[config.mk]
export PLATFORM = sky130hd
export DESIGN_NAME = store_buffer
export DESIGN_NICKNAME = d
export VERILOG_FILES = /design/src/rtl/store_buffer_pkg.sv /design/src/rtl/store_buffer_match.sv /design/src/rtl/store_buffer.sv
export SDC_FILE = /design/constraint.sdc
export NUM_CORES = 1
export LEC_CHECK = 0
export ABC_AREA = 1
export ABC_CLOCK_PERIOD_IN_PS = 2100
export BUFFER_PORTS_ARGS = -buffer_cell sky130_fd_sc_hd__buf_2
export CAP_MARGIN = 30
export CORE_UTILIZATION = 59
export CTS_CLUSTER_DIAMETER = 50
export CTS_CLUSTER_SIZE = 10
export DETAILED_ROUTE_END_ITERATION = 8
export PLACE_DENSITY = 0.86
export SETUP_SLACK_MARGIN = 0.2
export SLEW_MARGIN = 25
export SYNTH_ARGS = -nofsm -noshare
export SYNTH_HDL_FRONTEND = slang
export SYNTH_SLANG_ARGS = --single-unit
[constraint.sdc]
create_clock -name clk -period 2.1 [get_ports clk]
set_input_delay 0.525 -clock clk [delete_from_list [all_inputs] [get_ports clk]]
set_output_delay 0.525 -clock clk [all_outputs]
set_load 0.02 [all_outputs]
[src/rtl/store_buffer_pkg.sv]
// Shared definitions for the store buffer: store sizes, word-address
// boundary and the layout of one buffered store entry.
package store_buffer_pkg;

  // Store size encodings carried in funct3
  localparam logic [2:0] SB = 3'b000;
  localparam logic [2:0] SH = 3'b001;
  localparam logic [2:0] SW = 3'b010;

  // Byte-address bit where the word address starts
  localparam int unsigned WORD_LSB = 2;

  // Field widths of the default (32-bit) entry layout
  localparam int unsigned ENTRY_ADDR_W = 32;
  localparam int unsigned ENTRY_DATA_W = 32;

  // One pending store
  typedef struct packed {
    logic [ENTRY_ADDR_W-1:0] addr;
    logic [ENTRY_DATA_W-1:0] data;
    logic [2:0]              funct3;
    logic                    valid;
  } sb_entry_t;

endpackage

[src/rtl/store_buffer_match.sv]
// Load-vs-store hazard detector: compares a load word address against every
// valid buffered entry and the store being accepted this cycle.
// Ports:
//   ld_valid_i     load access present
//   ld_word_i      load word address
//   entry_word_i   word address of each buffer entry
//   entry_valid_i  valid bit of each buffer entry
//   st_fire_i      store accepted this cycle
//   st_word_i      word address of the incoming store
//   ld_stall_o     combinational conflict flag
module store_buffer_match
  import store_buffer_pkg::*;
#(
  parameter int unsigned WORD_W = 30,
  parameter int unsigned DEPTH  = 4
) (
  input  logic                          ld_valid_i,
  input  logic [WORD_W-1:0]             ld_word_i,
  input  logic [DEPTH-1:0][WORD_W-1:0]  entry_word_i,
  input  logic [DEPTH-1:0]              entry_valid_i,
  input  logic                          st_fire_i,
  input  logic [WORD_W-1:0]             st_word_i,
  output logic                          ld_stall_o
);

  logic [DEPTH-1:0] hit;

  // Per-entry word compare; any size overlap is treated as a conflict
  always_comb begin
    hit = '0;
    for (int i = 0; i < DEPTH; i++) begin
      hit[i] = entry_valid_i[i] && (entry_word_i[i] == ld_word_i);
    end
  end

  assign ld_stall_o = ld_valid_i && ((|hit) || (st_fire_i && (st_word_i == ld_word_i)));

endmodule

[src/rtl/store_buffer.sv]
// In-order store buffer between the MEM-stage store path and the data memory
// write port. Stores retire in one cycle and drain when the memory port is
// not used by a load. Loads hitting a buffered word are stalled until it drains.
// Ports:
//   clk, rst_n                  clock, async active-low reset
//   st_valid/st_ready           store handshake
//   st_addr/st_data/st_funct3   store byte address, unshifted data, size
//   ld_valid/ld_addr            load access for hazard check
//   ld_stall                    load conflicts with a pending or incoming store
//   mem_busy                    memory port taken by a load this cycle
//   mem_wr_en/mem_addr/
//   mem_data/mem_funct3         head entry write to data_mem
//   empty                       no pending stores
module store_buffer
  import store_buffer_pkg::*;
#(
  parameter int unsigned DATA_WIDTH = 32,
  parameter int unsigned ADDR_WIDTH = 32,
  parameter int unsigned DEPTH      = 4
) (
  input  logic                  clk,
  input  logic                  rst_n,
  input  logic                  st_valid,
  output logic                  st_ready,
  input  logic [ADDR_WIDTH-1:0] st_addr,
  input  logic [DATA_WIDTH-1:0] st_data,
  input  logic [2:0]            st_funct3,
  input  logic                  ld_valid,
  input  logic [ADDR_WIDTH-1:0] ld_addr,
  output logic                  ld_stall,
  input  logic                  mem_busy,
  output logic                  mem_wr_en,
  output logic [ADDR_WIDTH-1:0] mem_addr,
  output logic [DATA_WIDTH-1:0] mem_data,
  output logic [2:0]            mem_funct3,
  output logic                  empty
);

  localparam int unsigned PW     = $clog2(DEPTH);
  localparam int unsigned CW     = $clog2(DEPTH + 1);
  localparam int unsigned WORD_W = ADDR_WIDTH - WORD_LSB;

  logic [PW-1:0]                      head_q, head_d;
  logic [PW-1:0]                      tail_q, tail_d;
  logic [CW-1:0]                      count_q, count_d;
  logic [DEPTH-1:0]                   valid_q, valid_d;
  logic [DEPTH-1:0][ADDR_WIDTH-1:0]   addr_q, addr_d;
  logic [DEPTH-1:0][DATA_WIDTH-1:0]   data_q, data_d;
  logic [DEPTH-1:0][2:0]              funct3_q, funct3_d;

  logic                               push;
  logic                               pop;
  logic [DEPTH-1:0][WORD_W-1:0]       entry_word;

  // Byte offset of a load is irrelevant to the word-granular hazard check
  logic unused_ld_lsb;
  assign unused_ld_lsb = ^ld_addr[WORD_LSB-1:0];

  // Full-and-draining still refuses a store: no same-cycle pass-through
  assign st_ready = (count_q != CW'(DEPTH));
  assign empty    = (count_q == '0);
  assign push     = st_valid && st_ready;
  assign pop      = !empty && !mem_busy;

  // Head entry presented combinationally; zeros while nothing is pending
  assign mem_wr_en  = pop;
  assign mem_addr   = empty ? '0 : addr_q[head_q];
  assign mem_data   = empty ? '0 : data_q[head_q];
  assign mem_funct3 = empty ? '0 : funct3_q[head_q];

  // Next-state for FIFO storage, pointers and occupancy
  always_comb begin
    head_d   = head_q;
    tail_d   = tail_q;
    count_d  = count_q;
    valid_d  = valid_q;
    addr_d   = addr_q;
    data_d   = data_q;
    funct3_d = funct3_q;

    if (push) begin
      addr_d[tail_q]   = st_addr;
      data_d[tail_q]   = st_data;
      funct3_d[tail_q] = st_funct3;
      valid_d[tail_q]  = 1'b1;
      tail_d           = tail_q + PW'(1);
    end

    if (pop) begin
      valid_d[head_q] = 1'b0;
      head_d          = head_q + PW'(1);
    end

    case ({push, pop})
      2'b10:   count_d = count_q + CW'(1);
      2'b01:   count_d = count_q - CW'(1);
      default: count_d = count_q;
    endcase
  end

  // State registers; reset discards every pending store
  always_ff @(posedge clk or negedge rst_n) begin
    if (!rst_n) begin
      head_q   <= '0;
      tail_q   <= '0;
      count_q  <= '0;
      valid_q  <= '0;
      addr_q   <= '0;
      data_q   <= '0;
      funct3_q <= '0;
    end else begin
      head_q   <= head_d;
      tail_q   <= tail_d;
      count_q  <= count_d;
      valid_q  <= valid_d;
      addr_q   <= addr_d;
      data_q   <= data_d;
      funct3_q <= funct3_d;
    end
  end

  // Word addresses of all entries for the hazard comparator
  always_comb begin
    entry_word = '0;
    for (int i = 0; i < DEPTH; i++) begin
      entry_word[i] = addr_q[i][ADDR_WIDTH-1:WORD_LSB];
    end
  end

  store_buffer_match #(
    .WORD_W (WORD_W),
    .DEPTH  (DEPTH)
  ) u_match (
    .ld_valid_i    (ld_valid),
    .ld_word_i     (ld_addr[ADDR_WIDTH-1:WORD_LSB]),
    .entry_word_i  (entry_word),
    .entry_valid_i (valid_q),
    .st_fire_i     (push),
    .st_word_i     (st_addr[ADDR_WIDTH-1:WORD_LSB]),
    .ld_stall_o    (ld_stall)
  );

endmodule

==> reports/summary.txt <==
Leakage Power - 0.00968 µW
CTS root buf - clkbuf_16
Worst Hold Class - in2reg
Final setup viols - 70
GPL Wtd Cong - 1.12
I/O pin count - 175
vias per cell - 5.90
Die Height - 161 µm
dpl ws - -309 ps
status - complete, but fails checks
Syn Area/Cell - 7.30 µm²
Cells after Synth - 2055
Util after Layout - 0.770
Worst slew margin - 0.665
hpwl dp - 32700 µm
CP Cell Sequence - buf_4 > a21oi_1 > o21ai_0 > a21oi_1 > buf_4
post-synthesis sequential area ratio - 0.465
Nets - 2412
TritonCTS buffer count - 37
worst reg2reg path startpoint - count_q[0]
CTS Buffer Depth - 3
failing checks - negative setup slack
Peak VDD IR - 1.30 mV
core area - 25000 µm²
Req. time, crit path - 1570 ps
Critical Path End Type - output port
share of cells above drive strength 1 - 0.220
CP peak stage delay - 530 ps
Synth area leader - dfrtp_1
Clock Sinks - 279
Clock transition at path regs - 60 ps
Cell Pwr Density - 1800 nW/µm²
Yosys cell types - 28
Yosys reg bits - 279
R2R Path End - count_q[2]
crit-path max FO - 26
worst slew pin tran - 502 ps
RSZ-0062 raised after global routing - yes
startpoint class of the critical path - register
Post-Route WL - 53400 µm
# H-tree levels - 2
Hold Slack - 308 ps
Hold Path Depth - 3
initial antenna violation count - 4
Worst EP arrival - 2170 ps
Post-synth ARST share - 1.00
via count - 15600
Final Skew - 8.72 ps
Initial Util - 0.599
period utilisation layout - 1.28
DRC - 0
hold violation count in the final report - 0
sum of negative setup slack - -26530 ps
ys flop type - dfrtp_1
wire length of the first global-routing pass - 81300 µm
fill count - 1710
largest net degree at the start of global routing - 87
I/O Buffers - 172
row cnt - 58
R2R cell count - 11
most numerous cell in the Yosys netlist - nand2_1
Max-Cap Viols - 0
GRT Residual Overflow - 0
minimum clock period - 2700 ps
full die area - 26100 µm²
Yosys Warn Count - 0
Routed WL per cell - 20.2 µm
synth cell count leaders - nand2_1, o21ai_0, dfrtp_1
Synth-to-Final Area Change - 28.4%
Final WS setup - -598 ps
maximum clock frequency - 371 MHz
Hold Path Sink - data_q[71]
Slew Limit Fails - 0
1st-pass router iterations - 6
TritonCTS clock tree - yes
DRT antenna net count - 0
Hold Path Origin - st_data[7]
Slowest cell on crit path - dfrtp_4
top cells by area in the synthesized netlist - dfrtp_1, nand2_1, o21ai_0
number of synthesized flops with an enable pin - 0
r2r setup slk - 80 ps
syn nets - 2169
Post-Syn Area - 15000 µm²
Die X - 161 µm
vias in the first global route - 15300
CP Class - reg2out
share of the synthesized area in the top cell type - 0.465
1st-iter DRT viols - 1899
total global-route track usage - 0.403
Skew-Pair Late Insertion Delay - 530 ps
==> critical path, delay by kind of cell, from the launching register on <==
family / cells / cell delay, ps
compound gates: 3 / 650
buf+inv: 2 / 450
flops: 1 / 530
==> how the worst max path moves through the flow <==
stage,from,to,slack [ps]
after floorplan,ld_addr[26],ld_stall,150
after global placement,ld_addr[13],ld_stall,-290
after detailed placement,ld_addr[13],ld_stall,-310
after CTS,addr_q[13],ld_stall,-450
after global routing,head_q[0],mem_addr[9],-660
final,head_q[0],mem_addr[9],-600
==> final cells by class <==
class                      count  area [µm²]  area share
tap                          330         413      0.0214
inverter                     221         845      0.0438
multi-input combinational   1440        7030       0.364
antenna                        3        7.51    0.000389
clock inverter                 8         123     0.00636
timing repair buffer         319        2840       0.147
clock buffer                  48        1040      0.0539
sequential                   279        6990       0.363
==> cells by family (layout without fill, tap and decap cells) <==
logic type / Yosys count / after routing / share of synthesized area
compound gates: 550 / 550 / 0.185
fa+ha+maj: 10 / 10 / 0.00884
xor+xnor: 38 / 38 / 0.0222
buf+inv: 336 / 596 / 0.0994
other cells: 0 / 3 / 0
simple gates: 842 / 842 / 0.219
flops: 279 / 279 / 0.465
==> where the power goes <==
part           internal [µW]  leakage (µW)  switching, µW
sequential              7880       0.00349           2040
clock                   3710      0.000568           2390
combinational           7570       0.00562          11100
total                  19200       0.00968          15600
==> routing by layer <==
metal,wire length (µm),global-route usage
met5,0,0
met4,3920,0.260
met3,5230,0.0724
met2,25100,0.651
met1,19200,0.501
==> repair_timing <==
item / 4_1_cts / 5_1_grt
resized for setup: 179 / 85
setup buffers: 17 / 2
hold endpoints to repair: 21 / 0
cloned: 6 / 2
endpoints found under the setup margin: 73 / 74
pin swaps: 17 / 17
hold buffers: 1 / 0
==> registers in the layout (all words and copies together), names as in the netlist <==
register  count
addr_q      128
count_q       3
data_q      128
funct3_q     12
head_q        2
tail_q        2
valid_q       4
==> per-stage QoR <==
step	cells	power, µW	area (µm²)
2_1_floorplan	2055	19600	15400
3_3_place_gp	2561	24300	17100
3_5_place_dp	2561	24900	17100
4_1_cts	2641	33200	19000
5_1_grt	2648	36500	19300
6_report	2648	34700	19300
==> cell usage in the layout (no fill, tap or decap), types with 2 or more instances in the layout <==
cell type / synthesis / layout
xnor2_2: 0 / 7
buf_2: 25 / 110
nand3_2: 1 / 2
bufinv_16: 0 / 2
a21oi_4: 0 / 3
nand2_4: 5 / 5
inv_6: 1 / 3
inv_2: 3 / 8
clkbuf_1: 51 / 5
buf_16: 0 / 8
a21oi_1: 118 / 48
bufbuf_16: 0 / 2
ha_1: 9 / 8
nand4_1: 26 / 26
o21ai_0: 346 / 252
a21oi_2: 0 / 67
o21ai_2: 0 / 3
buf_8: 0 / 3
buf_4: 2 / 137
o211ai_1: 7 / 7
nor2_4: 0 / 5
buf_12: 0 / 27
clkinv_2: 0 / 2
dfrtp_2: 0 / 2
clkbuf_8: 0 / 5
nor2_2: 0 / 27
clkbuf_16: 0 / 40
diode_2: 0 / 3
xnor2_1: 32 / 25
inv_1: 217 / 210
dfrtp_1: 279 / 276
nand2_2: 0 / 4
o21ai_1: 76 / 167
nor2_1: 222 / 190
a22o_1: 3 / 3
nand3_1: 6 / 5
buf_6: 24 / 29
nand2_1: 579 / 575
xor2_1: 6 / 6
No activity file was read; power rests on OpenSTA's default activity.
